===== src/rtl/ofm_writeback.sv =====
// OFM write-back: turns 16-lane systolic result beats into two masked 8-element
// DPRAM writes, walking filter, tile and group order across a full layer.
module ofm_writeback #(
  parameter int SYSTOLIC_SIZE = 16,
  parameter int DATA_WIDTH    = 8,
  parameter int INOUT_WIDTH   = 128,
  parameter int OFM_SIZE      = 26,
  parameter int NO_FILTER     = 255,
  parameter int ADDR_WIDTH    = 20
) (
  input  logic                                      clk,
  input  logic                                      rst_n,
  input  logic                                      start,
  input  logic                                      in_valid,
  output logic                                      in_ready,
  input  logic [SYSTOLIC_SIZE*2*DATA_WIDTH-1:0]     in_data,
  output logic                                      ofm_wr_en,
  output logic [ADDR_WIDTH-1:0]                     ofm_wr_addr,
  output logic [INOUT_WIDTH-1:0]                    ofm_wr_data,
  output logic [INOUT_WIDTH/(2*DATA_WIDTH)-1:0]     ofm_wr_mask,
  output logic                                      done
);

  localparam int LANE_W   = 2 * DATA_WIDTH;
  localparam int WR_LANES = INOUT_WIDTH / LANE_W;
  localparam int IN_W     = SYSTOLIC_SIZE * LANE_W;
  localparam int NTPL     = (OFM_SIZE + SYSTOLIC_SIZE - 1) / SYSTOLIC_SIZE;
  localparam int NO_GROUP = (NO_FILTER + SYSTOLIC_SIZE - 1) / SYSTOLIC_SIZE;

  localparam int FW = (SYSTOLIC_SIZE > 1) ? $clog2(SYSTOLIC_SIZE) : 1;
  localparam int GW = $clog2(NO_GROUP + 1);
  localparam int RW = $clog2(OFM_SIZE + 1);
  localparam int CW = $clog2(NTPL + 1);

  localparam logic [FW-1:0] FILT_LAST  = FW'(SYSTOLIC_SIZE - 1);
  localparam logic [GW-1:0] GROUP_LAST = GW'(NO_GROUP - 1);
  localparam logic [RW-1:0] ROW_LAST   = RW'(OFM_SIZE - 1);
  localparam logic [CW-1:0] COL_LAST   = CW'(NTPL - 1);

  localparam logic [ADDR_WIDTH-1:0] PLANE_A = ADDR_WIDTH'(OFM_SIZE * OFM_SIZE);
  localparam logic [ADDR_WIDTH-1:0] OFM_A   = ADDR_WIDTH'(OFM_SIZE);
  localparam logic [ADDR_WIDTH-1:0] SYS_A   = ADDR_WIDTH'(SYSTOLIC_SIZE);
  localparam logic [ADDR_WIDTH-1:0] HALF_A  = ADDR_WIDTH'(WR_LANES);
  localparam logic [ADDR_WIDTH-1:0] NOF_A   = ADDR_WIDTH'(NO_FILTER);

  localparam logic [2:0] S_IDLE  = 3'd0;
  localparam logic [2:0] S_WAIT  = 3'd1;
  localparam logic [2:0] S_WR_LO = 3'd2;
  localparam logic [2:0] S_WR_HI = 3'd3;
  localparam logic [2:0] S_DONE  = 3'd4;

  logic [2:0]             state_r, state_nxt_s;
  logic [FW-1:0]          filt_r, filt_nxt_s;
  logic [GW-1:0]          group_r, group_nxt_s;
  logic [RW-1:0]          row_r, row_nxt_s;
  logic [CW-1:0]          col_r, col_nxt_s;
  logic [INOUT_WIDTH-1:0] hi_data_r, hi_data_nxt_s;

  logic                   in_ready_r, ready_nxt_s;
  logic                   wr_en_r, wr_en_nxt_s;
  logic [ADDR_WIDTH-1:0]  wr_addr_r, wr_addr_nxt_s;
  logic [INOUT_WIDTH-1:0] wr_data_r, wr_data_nxt_s;
  logic [WR_LANES-1:0]    wr_mask_r, wr_mask_nxt_s;
  logic                   done_r, done_nxt_s;

  logic [ADDR_WIDTH-1:0]  filter_s;
  logic [ADDR_WIDTH-1:0]  col_base_s;
  logic [ADDR_WIDTH-1:0]  base_addr_s;
  logic                   filt_ok_s;
  logic                   last_beat_s;
  logic [WR_LANES-1:0]    mask_lo_s;
  logic [WR_LANES-1:0]    mask_hi_s;

  assign filter_s    = ADDR_WIDTH'(group_r) * SYS_A + ADDR_WIDTH'(filt_r);
  assign col_base_s  = ADDR_WIDTH'(col_r) * SYS_A;
  assign base_addr_s = filter_s * PLANE_A + ADDR_WIDTH'(row_r) * OFM_A + col_base_s;
  assign filt_ok_s   = (filter_s < NOF_A);
  assign last_beat_s = (group_r == GROUP_LAST) && (row_r == ROW_LAST) &&
                       (col_r == COL_LAST) && (filt_r == FILT_LAST);

  // Lane masks: drop columns past the feature-map edge and padded filters.
  always_comb begin
    mask_lo_s = {WR_LANES{1'b0}};
    mask_hi_s = {WR_LANES{1'b0}};
    for (int j = 0; j < WR_LANES; j++) begin
      mask_lo_s[j] = filt_ok_s && ((col_base_s + ADDR_WIDTH'(j)) < OFM_A);
      mask_hi_s[j] = filt_ok_s && ((col_base_s + HALF_A + ADDR_WIDTH'(j)) < OFM_A);
    end
  end

  // Next-state, counter and next-output logic; outputs are registered so each
  // state's write appears in the cycle that state is occupied.
  always_comb begin
    state_nxt_s   = state_r;
    filt_nxt_s    = filt_r;
    group_nxt_s   = group_r;
    row_nxt_s     = row_r;
    col_nxt_s     = col_r;
    hi_data_nxt_s = hi_data_r;
    ready_nxt_s   = 1'b0;
    wr_en_nxt_s   = 1'b0;
    wr_addr_nxt_s = {ADDR_WIDTH{1'b0}};
    wr_data_nxt_s = {INOUT_WIDTH{1'b0}};
    wr_mask_nxt_s = {WR_LANES{1'b0}};
    done_nxt_s    = 1'b0;
    case (state_r)
      S_IDLE: begin
        if (start) begin
          filt_nxt_s  = {FW{1'b0}};
          group_nxt_s = {GW{1'b0}};
          row_nxt_s   = {RW{1'b0}};
          col_nxt_s   = {CW{1'b0}};
          state_nxt_s = S_WAIT;
          ready_nxt_s = 1'b1;
        end else begin
          state_nxt_s = S_IDLE;
        end
      end
      S_WAIT: begin
        if (in_valid && in_ready_r) begin
          hi_data_nxt_s = in_data[IN_W-1:INOUT_WIDTH];
          state_nxt_s   = S_WR_LO;
          if (|mask_lo_s) begin
            wr_en_nxt_s   = 1'b1;
            wr_addr_nxt_s = base_addr_s;
            wr_data_nxt_s = in_data[INOUT_WIDTH-1:0];
            wr_mask_nxt_s = mask_lo_s;
          end else begin
            wr_en_nxt_s = 1'b0;
          end
        end else begin
          ready_nxt_s = 1'b1;
        end
      end
      S_WR_LO: begin
        state_nxt_s = S_WR_HI;
        if (|mask_hi_s) begin
          wr_en_nxt_s   = 1'b1;
          wr_addr_nxt_s = base_addr_s + HALF_A;
          wr_data_nxt_s = hi_data_r;
          wr_mask_nxt_s = mask_hi_s;
        end else begin
          wr_en_nxt_s = 1'b0;
        end
      end
      S_WR_HI: begin
        // Filter index is innermost, then tile column, tile row, then group.
        if (filt_r == FILT_LAST) begin
          filt_nxt_s = {FW{1'b0}};
          if (col_r == COL_LAST) begin
            col_nxt_s = {CW{1'b0}};
            if (row_r == ROW_LAST) begin
              row_nxt_s   = {RW{1'b0}};
              group_nxt_s = group_r + {{(GW-1){1'b0}}, 1'b1};
            end else begin
              row_nxt_s = row_r + {{(RW-1){1'b0}}, 1'b1};
            end
          end else begin
            col_nxt_s = col_r + {{(CW-1){1'b0}}, 1'b1};
          end
        end else begin
          filt_nxt_s = filt_r + {{(FW-1){1'b0}}, 1'b1};
        end
        if (last_beat_s) begin
          state_nxt_s = S_DONE;
          done_nxt_s  = 1'b1;
        end else begin
          state_nxt_s = S_WAIT;
          ready_nxt_s = 1'b1;
        end
      end
      S_DONE: begin
        state_nxt_s = S_IDLE;
      end
      default: begin
        state_nxt_s = S_IDLE;
      end
    endcase
  end

  // State, counters and registered outputs.
  always_ff @(posedge clk or negedge rst_n) begin
    if (!rst_n) begin
      state_r    <= S_IDLE;
      filt_r     <= {FW{1'b0}};
      group_r    <= {GW{1'b0}};
      row_r      <= {RW{1'b0}};
      col_r      <= {CW{1'b0}};
      hi_data_r  <= {INOUT_WIDTH{1'b0}};
      in_ready_r <= 1'b0;
      wr_en_r    <= 1'b0;
      wr_addr_r  <= {ADDR_WIDTH{1'b0}};
      wr_data_r  <= {INOUT_WIDTH{1'b0}};
      wr_mask_r  <= {WR_LANES{1'b0}};
      done_r     <= 1'b0;
    end else begin
      state_r    <= state_nxt_s;
      filt_r     <= filt_nxt_s;
      group_r    <= group_nxt_s;
      row_r      <= row_nxt_s;
      col_r      <= col_nxt_s;
      hi_data_r  <= hi_data_nxt_s;
      in_ready_r <= ready_nxt_s;
      wr_en_r    <= wr_en_nxt_s;
      wr_addr_r  <= wr_addr_nxt_s;
      wr_data_r  <= wr_data_nxt_s;
      wr_mask_r  <= wr_mask_nxt_s;
      done_r     <= done_nxt_s;
    end
  end

  assign in_ready    = in_ready_r;
  assign ofm_wr_en   = wr_en_r;
  assign ofm_wr_addr = wr_addr_r;
  assign ofm_wr_data = wr_data_r;
  assign ofm_wr_mask = wr_mask_r;
  assign done        = done_r;

endmodule


===== config.mk =====
export PLATFORM = sky130hd
export DESIGN_NAME = ofm_writeback
export DESIGN_NICKNAME = d
export VERILOG_FILES = /design/src/rtl/ofm_writeback.sv
export SDC_FILE = /design/constraint.sdc
export NUM_CORES = 1
export LEC_CHECK = 0
export BUFFER_PORTS_ARGS = -buffer_cell sky130_fd_sc_hd__buf_2
export CAP_MARGIN = 40
export CORE_AREA = 2 2 163 165
export DETAILED_ROUTE_END_ITERATION = 6
export DIE_AREA = 0 0 165 167
export GPL_ROUTABILITY_DRIVEN = 0
export PLACE_DENSITY_LB_ADDON = 0.05
export SLEW_MARGIN = 20
export SYNTH_ARGS = -nofsm -noshare
export SYNTH_HDL_FRONTEND = slang
export SYNTH_SLANG_ARGS = --single-unit

===== constraint.sdc =====
create_clock -name clk -period 16.4 [get_ports clk]
set_input_delay 3.28 -clock clk [delete_from_list [all_inputs] [get_ports clk]]
set_output_delay 3.28 -clock clk [all_outputs]
set_load 0.005 [all_outputs]

==> impl_metrics.tcl, run 1 <==
set metrics [dict create \
    run_status "completed" \
    port_buffers 417 \
    cap_violations 0 \
    layout-drive-gt1-share_pct 43.8 \
    syn_to_final_growth_pct 26.7 \
    fin_tns_setup_ns 0 \
    grt_pass1_wl_mm 55.8 \
    min-delay-path-class "reg -> reg" \
    totalPowerFinal_mw 2.69 \
    post-place-ws_ns 10.22 \
    cts_sinks 299 \
    postRouteAntennaNets 0 \
    fmax_mhz 172 \
    netlist_area_mm2 0.0134 \
    yosys_warnings 0 \
    die_y_um 167 \
    final_nets 1769 \
    crit_type "reg -> reg" \
    postCtsSetupBuffers 0 \
    die_w_um 165 \
    start_kind "flip-flop" \
    synth_top_area_share_pct 55.7 \
    insertion_delay_ns 0.57 \
    setup_violations 0 \
    p_int_mw 1.86 \
    hold_buffers 0 \
    utilization_pct 66.1 \
    setup_ws_ns 10.59 \
    clockBufferDepth 3 \
    p_per_area_mw_per_mm2 158 \
    yosysSeqAreaShare_pct 55.7 \
    overflow 0 \
    core_area_mm2 0.0258 \
    min_period_ns 5.81 \
    required_ns 16.85 \
    ys_ff_latch 299 \
    die_area_mm2 0.0276 \
    drv_slew 0 \
    drtPass1Iterations 5 \
    wl_per_cell_um 20.9 \
    max-slew-margin-rel_pct 50.3 \
    ctsRootBufferMaster "clkbuf_16" \
    yosysTopAreaCell "dfrtp_1" \
    io-pin-count 419 \
    ys.flop_type "dfrtp_1" \
    grt_antenna_before_repair 17 \
    power_frac_clock_pct 25.8 \
    grt_max_degree 84 \
    syn_nets 1362 \
    start_util_pct 52.2 \
    swShare_pct 30.7 \
    syn_avg_cell_area_um2 13.3 \
    cts_tree "yes" \
    synthCells 1009 \
    worst_pin_slew_ns 0.745 \
    clk_pin_slew_ns 0.06 \
    finalClockSkew_ns 0.0113 \
    placementRows 59 \
    worstPathArrival_ns 6.25 \
    period_share_pct 35.4 \
    track_usage_pct 26.6 \
    async_flop_share_pct 100 \
    vdd_drop_max_v 0.000120 \
    via_per_inst 5.46 \
    pwr-share-seq_pct 42.5 \
    cts_resized 0 \
    htreeDepth 1 \
    vias 9749 \
    p_comb_share_pct 31.7 \
    whs_ns 0.462 \
    synth_edf_count 0 \
    switchingPower_mw 0.826 \
    dp_hpwl_mm 28.0 \
    totalWireLength_mm 37.4 \
    critPathMaxFanout 7 \
    rsz0062_at_grt "false" \
    drtIter0Drc 530 \
    drc_errors 0 \
    synthTopCellsByArea "dfrtp_1, mux2_2, a22o_1" \
    p_leak_nw 8.92 \
    grt_pass1_vias 9776 \
    hold_viol_final 0 \
    synth.distinct_cells 69 \
    end_kind "flip-flop" \
    numCtsBuffers 30 \
]
==> cells by family (layout without fill, tap and decap cells) <==
family	after synthesis	count (layout)	synth area share (%)
simple gates	126	126	4.63
compound gates	234	234	14.2
xor+xnor	38	38	2.48
flops	299	299	55.7
buf+inv	88	518	2.67
other cells	1	13	0.0279
fa+ha+maj	93	93	9.44
mux	130	130	10.9
==> per-layer routing <==
| metal | part of all wire, % | wire (um) | global-route usage, % |
|---|---|---|---|
| met2 | 52 | 19300 | 47.1 |
| met3 | 6.9 | 2590 | 6.55 |
| met1 | 37 | 14000 | 31.0 |
| met5 | 0.21 | 80 | 0 |
| met4 | 3.8 | 1420 | 9.98 |
==> worst max-delay path, cell delays in order (launching register included) <==
cell and delay (ns):
dfrtp_1 0.48, ha_1 0.37, inv_1 0.06, fa_1 0.49, inv_1 0.05, fa_1 0.45
ha_1 0.31, ha_1 0.38, xnor2_1 0.16, ha_1 0.39, inv_2 0.09, or4_1 0.52
o2bb2ai_1 0.13, a311oi_1 0.05, clkbuf_2 0.17, a2111oi_4 0.44, o211ai_1 0.20, or3_1 0.40
o31a_1 0.25, o32ai_1 0.29
==> flip-flops by register name (all words and copies together), names as in the netlist <==
register and flops:
row_r 5, group_r 5, ofm_wr_data 128, ofm_wr_en 1, done 1, state_r 3
filt_r 4, in_ready 1, ofm_wr_addr 19, col_r 2, ofm_wr_mask 2, hi_data_r 128
==> layout make-up <==
type / instances / area (um^2)
Clock inverter: 8 / 90.1
Inverter: 31 / 116
Fill cell: 1996 / 8730
Multi-Input combinational cell: 622 / 5610
Timing Repair Buffer: 432 / 2330
Clock buffer: 47 / 945
Antenna cell: 12 / 30.0
Tap cell: 335 / 419
Sequential cell: 299 / 7480
==> synth_stat cells, types with 4 or more instances <==
library cell  number
o31ai_1            4
inv_1             30
xnor2_1           16
nor3_1             6
ha_1              79
fa_1              14
nand2b_1           5
xor2_1            22
and3_1             7
a21o_1            10
nor2_1            28
a21oi_1           15
buf_1              5
dfrtp_1          299
nand4_1            5
clkbuf_1          43
mux2_2           129
nand2_1           36
o21a_1             4
or3_1              4
o21ai_0           17
o22ai_1            9
and2_1             6
buf_4              7
nand3_1           14
o211ai_1           5
a22o_1           129
==> cells in the final DEF (no fill, tap or decap), drive strengths merged, types with 3 or more instances in the layout <==
cell	synthesis	routed
a2111oi	3	3
a211oi	3	3
a21o	11	11
a21oi	19	19
a22o	129	129
a31o	3	3
and2	7	7
and3	7	7
buf	14	431
clkbuf	43	48
clkinv	0	7
dfrtp	299	299
diode	0	12
fa	14	14
ha	79	79
inv	31	31
mux2	129	129
nand2	36	36
nand2b	5	5
nand3	14	14
nand4	5	5
nor2	28	28
nor2b	3	3
nor3	6	6
nor4	3	3
o211ai	6	6
o21a	4	4
o21ai	21	21
o22ai	9	9
o311ai	4	4
o31ai	4	4
or3	5	5
xnor2	16	16
xor2	22	22
==> path summary, 6_finish.rpt <==
path	startpoint	depth (start not counted)	slack (ns)	end
min in group asynchronous	rst_n	1	2.69	row_r[2]$_DFFE_PN0P_
worst min-delay path	state_r[2]$_DFFE_PN0N_	1	0.46	state_r[1]$_DFFE_PN0N_
worst max register to register	filt_r[1]$_DFFE_PN0P_	19	10.59	ofm_wr_addr[18]$_DFF_PN0_
worst min register to register	state_r[2]$_DFFE_PN0N_	1	0.46	state_r[1]$_DFFE_PN0N_
max in group asynchronous	rst_n	4	12.27	ofm_wr_data[56]$_DFF_PN0_
worst max-delay path	filt_r[1]$_DFFE_PN0P_	19	10.59	ofm_wr_addr[18]$_DFF_PN0_
==> power by group through the flow <==
| stage | clock network, mW | logic [mW] | registers (mW) |
|---|---|---|---|
| after floorplan | 0 | 0.536 | 1.14 |
| after global placement | 0 | 0.813 | 1.15 |
| after detailed placement | 0 | 0.844 | 1.15 |
| after CTS | 0.711 | 0.849 | 1.14 |
| after global routing | 0.742 | 0.931 | 1.18 |
| final | 0.694 | 0.852 | 1.14 |
==> metrics by stage <==
step           area, um^2  instances
4_1_cts             16900       1771
5_1_grt             17000       1784
3_3_place_gp        15800       1711
2_1_floorplan       13400       1009
6_report            17000       1786
3_5_place_dp        15900       1716
Note: power is estimated with default switching activity, not from simulation.
==> inputs of run 2 (changes only) <==
--- a/config.mk
+++ b/config.mk
@@ -5,11 +5,12 @@
 export SDC_FILE = /design/constraint.sdc
 export NUM_CORES = 1
 export LEC_CHECK = 0
+export ABC_AREA = 1
 export BUFFER_PORTS_ARGS = -buffer_cell sky130_fd_sc_hd__buf_2
 export CAP_MARGIN = 40
-export CORE_AREA = 2 2 163 165
+export CORE_MARGIN = 2
+export CORE_UTILIZATION = 52
 export DETAILED_ROUTE_END_ITERATION = 6
-export DIE_AREA = 0 0 165 167
 export GPL_ROUTABILITY_DRIVEN = 0
 export PLACE_DENSITY_LB_ADDON = 0.05
 export SLEW_MARGIN = 20
==> constraint.sdc (replaced) <==
create_clock -name clk -period 5.9 [get_ports clk]
set_input_delay 1.18 -clock clk [delete_from_list [all_inputs] [get_ports clk]]
set_output_delay 1.18 -clock clk [all_outputs]
set_load 0.005 [all_outputs]
==> run 2 against run 1 <==
Total power grew to 2.8 times the previous value. Global-route usage is 0.45 points higher. Via count rose by 23%. Largest power group unchanged. Final area is 4.0% higher. Synthesized area is 5.3% higher. Sequential share of layout area down 1.7 points. First-iteration DRC count up 53%. Clock skew down 0.00054 ns. Cell count is 33% higher. Highest routed layer unchanged. Sequential cell count did not move.
==> impl_metrics.tcl, run 2 <==
set metrics [dict create \
    synthTopCellsByArea "dfrtp_1, nand2_1, o21ai_0" \
    die_y_um 169 \
    p_per_area_mw_per_mm2 430 \
    crit_type "reg -> reg" \
    worst_pin_slew_ns 0.914 \
    p_leak_nw 9.78 \
    syn_to_final_growth_pct 25.2 \
    ys_ff_latch 299 \
    port_buffers 417 \
    grt_antenna_before_repair 13 \
    netlist_area_mm2 0.0141 \
    ys.flop_type "dfrtp_1" \
    r2r_cells 26 \
    syn_avg_cell_area_um2 8.84 \
    utilization_pct 66.1 \
    start_util_pct 52.8 \
    wl_per_cell_um 16.8 \
    start_kind "flip-flop" \
    setup_violations 0 \
    end_kind "flip-flop" \
    final_nets 2350 \
    overflow 0 \
    ctsRootBufferMaster "clkbuf_16" \
    async_flop_share_pct 100 \
    min-delay-path-class "reg -> reg" \
    run_status "completed" \
    drv_slew 0 \
    drc_errors 0 \
    clockBufferDepth 3 \
    drtIter0Drc 809 \
    grt_max_degree 112 \
    drtPass1Iterations 6 \
    yosysTopAreaCell "dfrtp_1" \
    totalPowerFinal_mw 7.62 \
    hold_viol_final 0 \
    critPathMaxFanout 6 \
    cap_violations 0 \
    mostFrequentLayoutCell "nand2_1" \
    rr_endpoint "ofm_wr_addr[19]$_DFF_PN0_" \
    yosysMostFrequentCell "nand2_1" \
    numCtsBuffers 31 \
    core_area_mm2 0.0268 \
    grt_pass1_vias 11392 \
    yosysSeqAreaShare_pct 52.9 \
    layout-drive-gt1-share_pct 27.5 \
    postCtsSetupBuffers 0 \
    insertion_delay_ns 0.56 \
    rsz0062_at_grt "false" \
    cts_sinks 299 \
    worstPathArrival_ns 5.12 \
    r2r_slack_ns 1.24 \
    placementRows 60 \
    synth_top_area_share_pct 52.9 \
    final_cell_mix "nand2_1, buf_2, dfrtp_1" \
    postRouteAntennaNets 0 \
    hold_end "ofm_wr_data[84]$_DFF_PN0_" \
    fin_tns_setup_ns 0 \
    cts_resized 0 \
    vdd_drop_max_v 0.000310 \
    syn_nets 1954 \
    htreeDepth 1 \
    synthTopCellsByCount "nand2_1, dfrtp_1, o21ai_0, inv_1, ha_1" \
    vias 11944 \
    via_per_inst 5.04 \
    synth_edf_count 0 \
    cts_tree "yes" \
    die_area_mm2 0.0285 \
    required_ns 6.36 \
    die_w_um 169 \
    worstHoldStart "hi_data_r[84]$_DFFE_PN0P_" \
    dp_cells 2305 \
    synthCells 1601 \
    max-slew-margin-rel_pct 39.1 \
    dp_hpwl_mm 29.5 \
    io-pin-count 419 \
    hold_depth 2 \
    fmax_mhz 215 \
    track_usage_pct 27.1 \
    grt_pass1_wl_mm 60.6 \
    hold_buffers 0 \
    yosys_warnings 0 \
    r2r-start "filt_r[1]$_DFFE_PN0P_" \
    totalWireLength_mm 39.9 \
    min_period_ns 4.66 \
    period_share_pct 79.0 \
    n_fill_cell 2265 \
    clk_pin_slew_ns 0.06 \
    finalClockSkew_ns 0.0107 \
    synth.distinct_cells 36 \
    fin_cells 2371 \
]
## run 2: cell types whose count changed after synthesis, sizes merged, moves of 12 or more
cell and delta:
nand2 +404, o21ai +254, inv +211, a22o -129, mux2 -129, nand3 +51
nor2 +24, xnor2 -14, xor2 -13, buf +12
## run 2: power breakdown
part,internal (mW),switching [mW]
clock,1.32,0.817
combinational,0.867,1.60
sequential,2.79,0.233
total,4.97,2.65
## run 2: how the worst max path moves through the flow
stage	startpoint	end	slack, ns	cells past startpoint
after floorplan	filt_r[0]$_DFFE_PN0P_	ofm_wr_addr[19]$_DFF_PN0_	1.62	23
after global placement	filt_r[0]$_DFFE_PN0P_	ofm_wr_addr[19]$_DFF_PN0_	1.36	22
after detailed placement	filt_r[0]$_DFFE_PN0P_	ofm_wr_addr[19]$_DFF_PN0_	1.25	22
after CTS	filt_r[0]$_DFFE_PN0P_	ofm_wr_addr[19]$_DFF_PN0_	1.23	22
after global routing	filt_r[1]$_DFFE_PN0P_	ofm_wr_addr[19]$_DFF_PN0_	0.90	26
final	filt_r[1]$_DFFE_PN0P_	ofm_wr_addr[19]$_DFF_PN0_	1.24	26
## run 2: cell families (layout without fill, tap and decap cells)
kind of cell / after synthesis / after routing / share of synthesized area (%)
fa+ha+maj: 93 / 93 / 8.97
xor+xnor: 11 / 11 / 0.681
other cells: 1 / 10 / 0.0265
compound gates: 309 / 309 / 11.1
buf+inv: 308 / 728 / 8.58
flops: 299 / 299 / 52.9
simple gates: 580 / 580 / 17.7
## run 2: layer usage
| layer | GRT usage, % | share of wire [%] | vias up |
|---|---|---|---|
| met3 | 5.85 | 6.5 | 83 |
| met2 | 45.6 | 49 | 370 |
| met4 | 10.2 | 3.5 | 4 |
| li1 | - | - | 5840 |
| met1 | 34.5 | 41 | 5647 |
| met5 | 0 | 0.068 | - |
## run 2: cell type report
type | instances | area [um^2] | share of cell area [%]
multi-input combinational | 994 | 5460 | 30.8
antenna | 9 | 22.5 | 0.127
timing repair buffer | 429 | 2260 | 12.8
inverter | 242 | 910 | 5.14
sequential | 299 | 7480 | 42.2
tap | 341 | 427 | 2.41
clock inverter | 17 | 263 | 1.48
clock buffer | 40 | 880 | 4.97
## run 2: worst max-delay path: stages (launching register included)
cell and delay (ns):
dfrtp_1 0.44, ha_1 0.36, inv_1 0.07, fa_1 0.50
inv_1 0.06, fa_1 0.46, ha_1 0.31, ha_1 0.38
inv_2 0.07, xor2_1 0.16, ha_1 0.36, nand2_1 0.11
inv_1 0.04, a21oi_1 0.18, nand2_1 0.09, nand2_1 0.10
inv_1 0.05, nand2_1 0.09, nor2_2 0.06, nand2_1 0.08
nand2_2 0.10, inv_2 0.09, nand2_1 0.06, nor2_2 0.13
nand3_1 0.09, nand3_1 0.09, nand2_1 0.05
## run 2: per-stage QoR
stage	hold WS (ns)	setup WS [ns]	area [um^2]
after CTS	0.528	1.23	17700
after global placement	0.497	1.36	16500
final	0.526	1.24	17700
after global routing	0.548	0.904	17700
after floorplan	0.440	1.62	14100
after detailed placement	0.517	1.25	16500
==> inputs of run 3 (changes only) <==
--- a/config.mk
+++ b/config.mk
@@ -5,7 +5,7 @@
 export SDC_FILE = /design/constraint.sdc
 export NUM_CORES = 1
 export LEC_CHECK = 0
-export ABC_AREA = 1
+export ABC_AREA = 0
 export BUFFER_PORTS_ARGS = -buffer_cell sky130_fd_sc_hd__buf_2
 export CAP_MARGIN = 40
 export CORE_MARGIN = 2
==> constraint.sdc (replaced) <==
create_clock -name clk -period 4.45 [get_ports clk]
set_input_delay 0.89 -clock clk [delete_from_list [all_inputs] [get_ports clk]]
set_output_delay 0.89 -clock clk [all_outputs]
set_load 0.005 [all_outputs]
==> run 3 against run 2 <==
The run now ends with negative setup slack left. Clock power increased by 14%. Routed wire length is 6.3% lower. Setup slack lost 1.9 ns. Utilization increased by 4.8 points. Clock-buffer cell count grew 6. Critical path type unchanged. Critical endpoint unchanged. Largest cell class unchanged.
==> impl_metrics.tcl, run 3 (synthesis gave the netlist of run 1 again) <==
set metrics [dict create \
    path_delay_family "adder cells" \
    die_y_um 165 \
    clk_pin_slew_ns 0.06 \
    via_per_inst 5.37 \
    drtIter0Drc 599 \
    cap_violations 0 \
    slowest_delay_ns 0.53 \
    cp_common_cell "ha_4" \
    drv_slew 0 \
    r2r_cells 19 \
    core_area_mm2 0.0253 \
    die_w_um 165 \
    finalClockSkew_ns 0.0183 \
    cpMaxStageDelayCell "or4_1" \
    fmax_mhz 197 \
    layout-drive-gt1-share_pct 49.6 \
    p_leak_nw 9.30 \
    numCtsBuffers 30 \
    start_kind "flip-flop" \
    setup_violations 7 \
    die_area_mm2 0.0271 \
    final_cell_mix "buf_2, dfrtp_1, a22o_1, mux2_2, buf_4" \
    critPathBufInv 4 \
    end_kind "flip-flop" \
    hold_buffers 0 \
    track_usage_pct 26.5 \
    post-place-ws_ns -0.784 \
    totalPowerFinal_mw 10.1 \
    mostFrequentLayoutCell "buf_2" \
    cts_tree "yes" \
    p_per_area_mw_per_mm2 562 \
    dp_cells 1792 \
    rsz0062_at_grt "true" \
    grt_antenna_before_repair 20 \
    postRouteAntennaNets 0 \
    run_status "complete, but fails checks" \
    setup_ws_ns -0.615 \
    final_nets 1853 \
    io-pin-count 419 \
    postPlaceCellArea_mm2 0.0166 \
    violations "negative setup slack" \
    max-slew-margin-rel_pct 39.6 \
    totalWireLength_mm 37.4 \
    placementRows 58 \
    period_share_pct 114 \
    crit_path_cell_trace "ha_4 > inv_2 > fa_1 > inv_1 > fa_1 > ha_4 > ha_4 > xnor2_2 > ha_4 > buf_4 > inv_2 > or4_1 > o2bb2ai_2 > a311oi_2 > a2111oi_4 > o21ai_2 > or4_4 > or3_1 > o211ai_1" \
    clockBufferDepth 3 \
    crit_type "reg -> reg" \
    syn_to_final_growth_pct 33.2 \
    critPathMaxFanout 4 \
    start_util_pct 53.2 \
    insertion_delay_ns 0.57 \
    fin_cells 1867 \
    drc_errors 0 \
    fin_tns_setup_ns -3.09 \
    overflow 0 \
    cts_sinks 299 \
    required_ns 4.92 \
    grt_pass1_vias 10096 \
    port_buffers 417 \
    drtPass1Iterations 4 \
    vdd_drop_max_v 0.000428 \
    min-delay-path-class "in -> async" \
    worstPathArrival_ns 5.54 \
    cp.depth 19 \
    htreeDepth 1 \
    wl_per_cell_um 20.0 \
    vias 10027 \
    final_area_mm2 0.0179 \
    min_period_ns 5.06 \
    grt_pass1_wl_mm 54.8 \
    worst_pin_slew_ns 0.906 \
    hold_viol_final 0 \
    ctsRootBufferMaster "clkbuf_16" \
    dp_hpwl_mm 27.9 \
    grt_max_degree 121 \
]
## run 3: worst paths after layout
kind / from / to / slack, ns
worst max-delay path: filt_r[3]$_DFFE_PN0P_ / ofm_wr_addr[19]$_DFF_PN0_ / -0.61
worst min-delay path: rst_n / row_r[3]$_DFFE_PN0P_ / 0.39
worst max register to register: filt_r[3]$_DFFE_PN0P_ / ofm_wr_addr[19]$_DFF_PN0_ / -0.61
worst min register to register: state_r[2]$_DFFE_PN0N_ / state_r[1]$_DFFE_PN0N_ / 0.43
max in group asynchronous: rst_n / hi_data_r[83]$_DFFE_PN0P_ / 3.10
min in group clk: state_r[2]$_DFFE_PN0N_ / state_r[1]$_DFFE_PN0N_ / 0.43
## run 3: where the power goes
| part | internal [mW] | leakage [nW] | switching [mW] |
|---|---|---|---|
| sequential | 3.74 | 3.83 | 0.442 |
| combinational | 1.82 | 5.00 | 1.64 |
| clock | 1.41 | 0.468 | 1.01 |
## run 3: what timing repair did
item,CTS,global route
gates resized for setup,25,12
setup buffers,5,1
cloned,0,0
pin swaps,22,8
endpoints found under the setup margin,9,10
## run 3: final cells by class
cell class              count  area (um^2)
flip-flops and latches    299         7490
diodes                     18         45.0
repair buffers            516         2920
inverters                  31          116
fillers                  1861         7350
clock buffers              46          881
well taps                 330          413
multi-input cells         622         5960
clock inverters             5         75.1
## run 3: per-layer routing
layer  vias to the layer above  wire (um)  track usage (%)
met2                       267      19300             45.6
li1                       4687          -                -
met3                        92       2620             6.50
met4                        10       1470             11.9
met1                      4971      13900             31.4
met5                         -         68                0
## run 3: metrics by stage
step                      util, %  hold slack, ns
final                        70.9           0.386
after global routing         70.8           0.469
after CTS                    70.4           0.431
after detailed placement     65.8           0.440
after global placement       65.8           0.446
after floorplan                 -           0.423
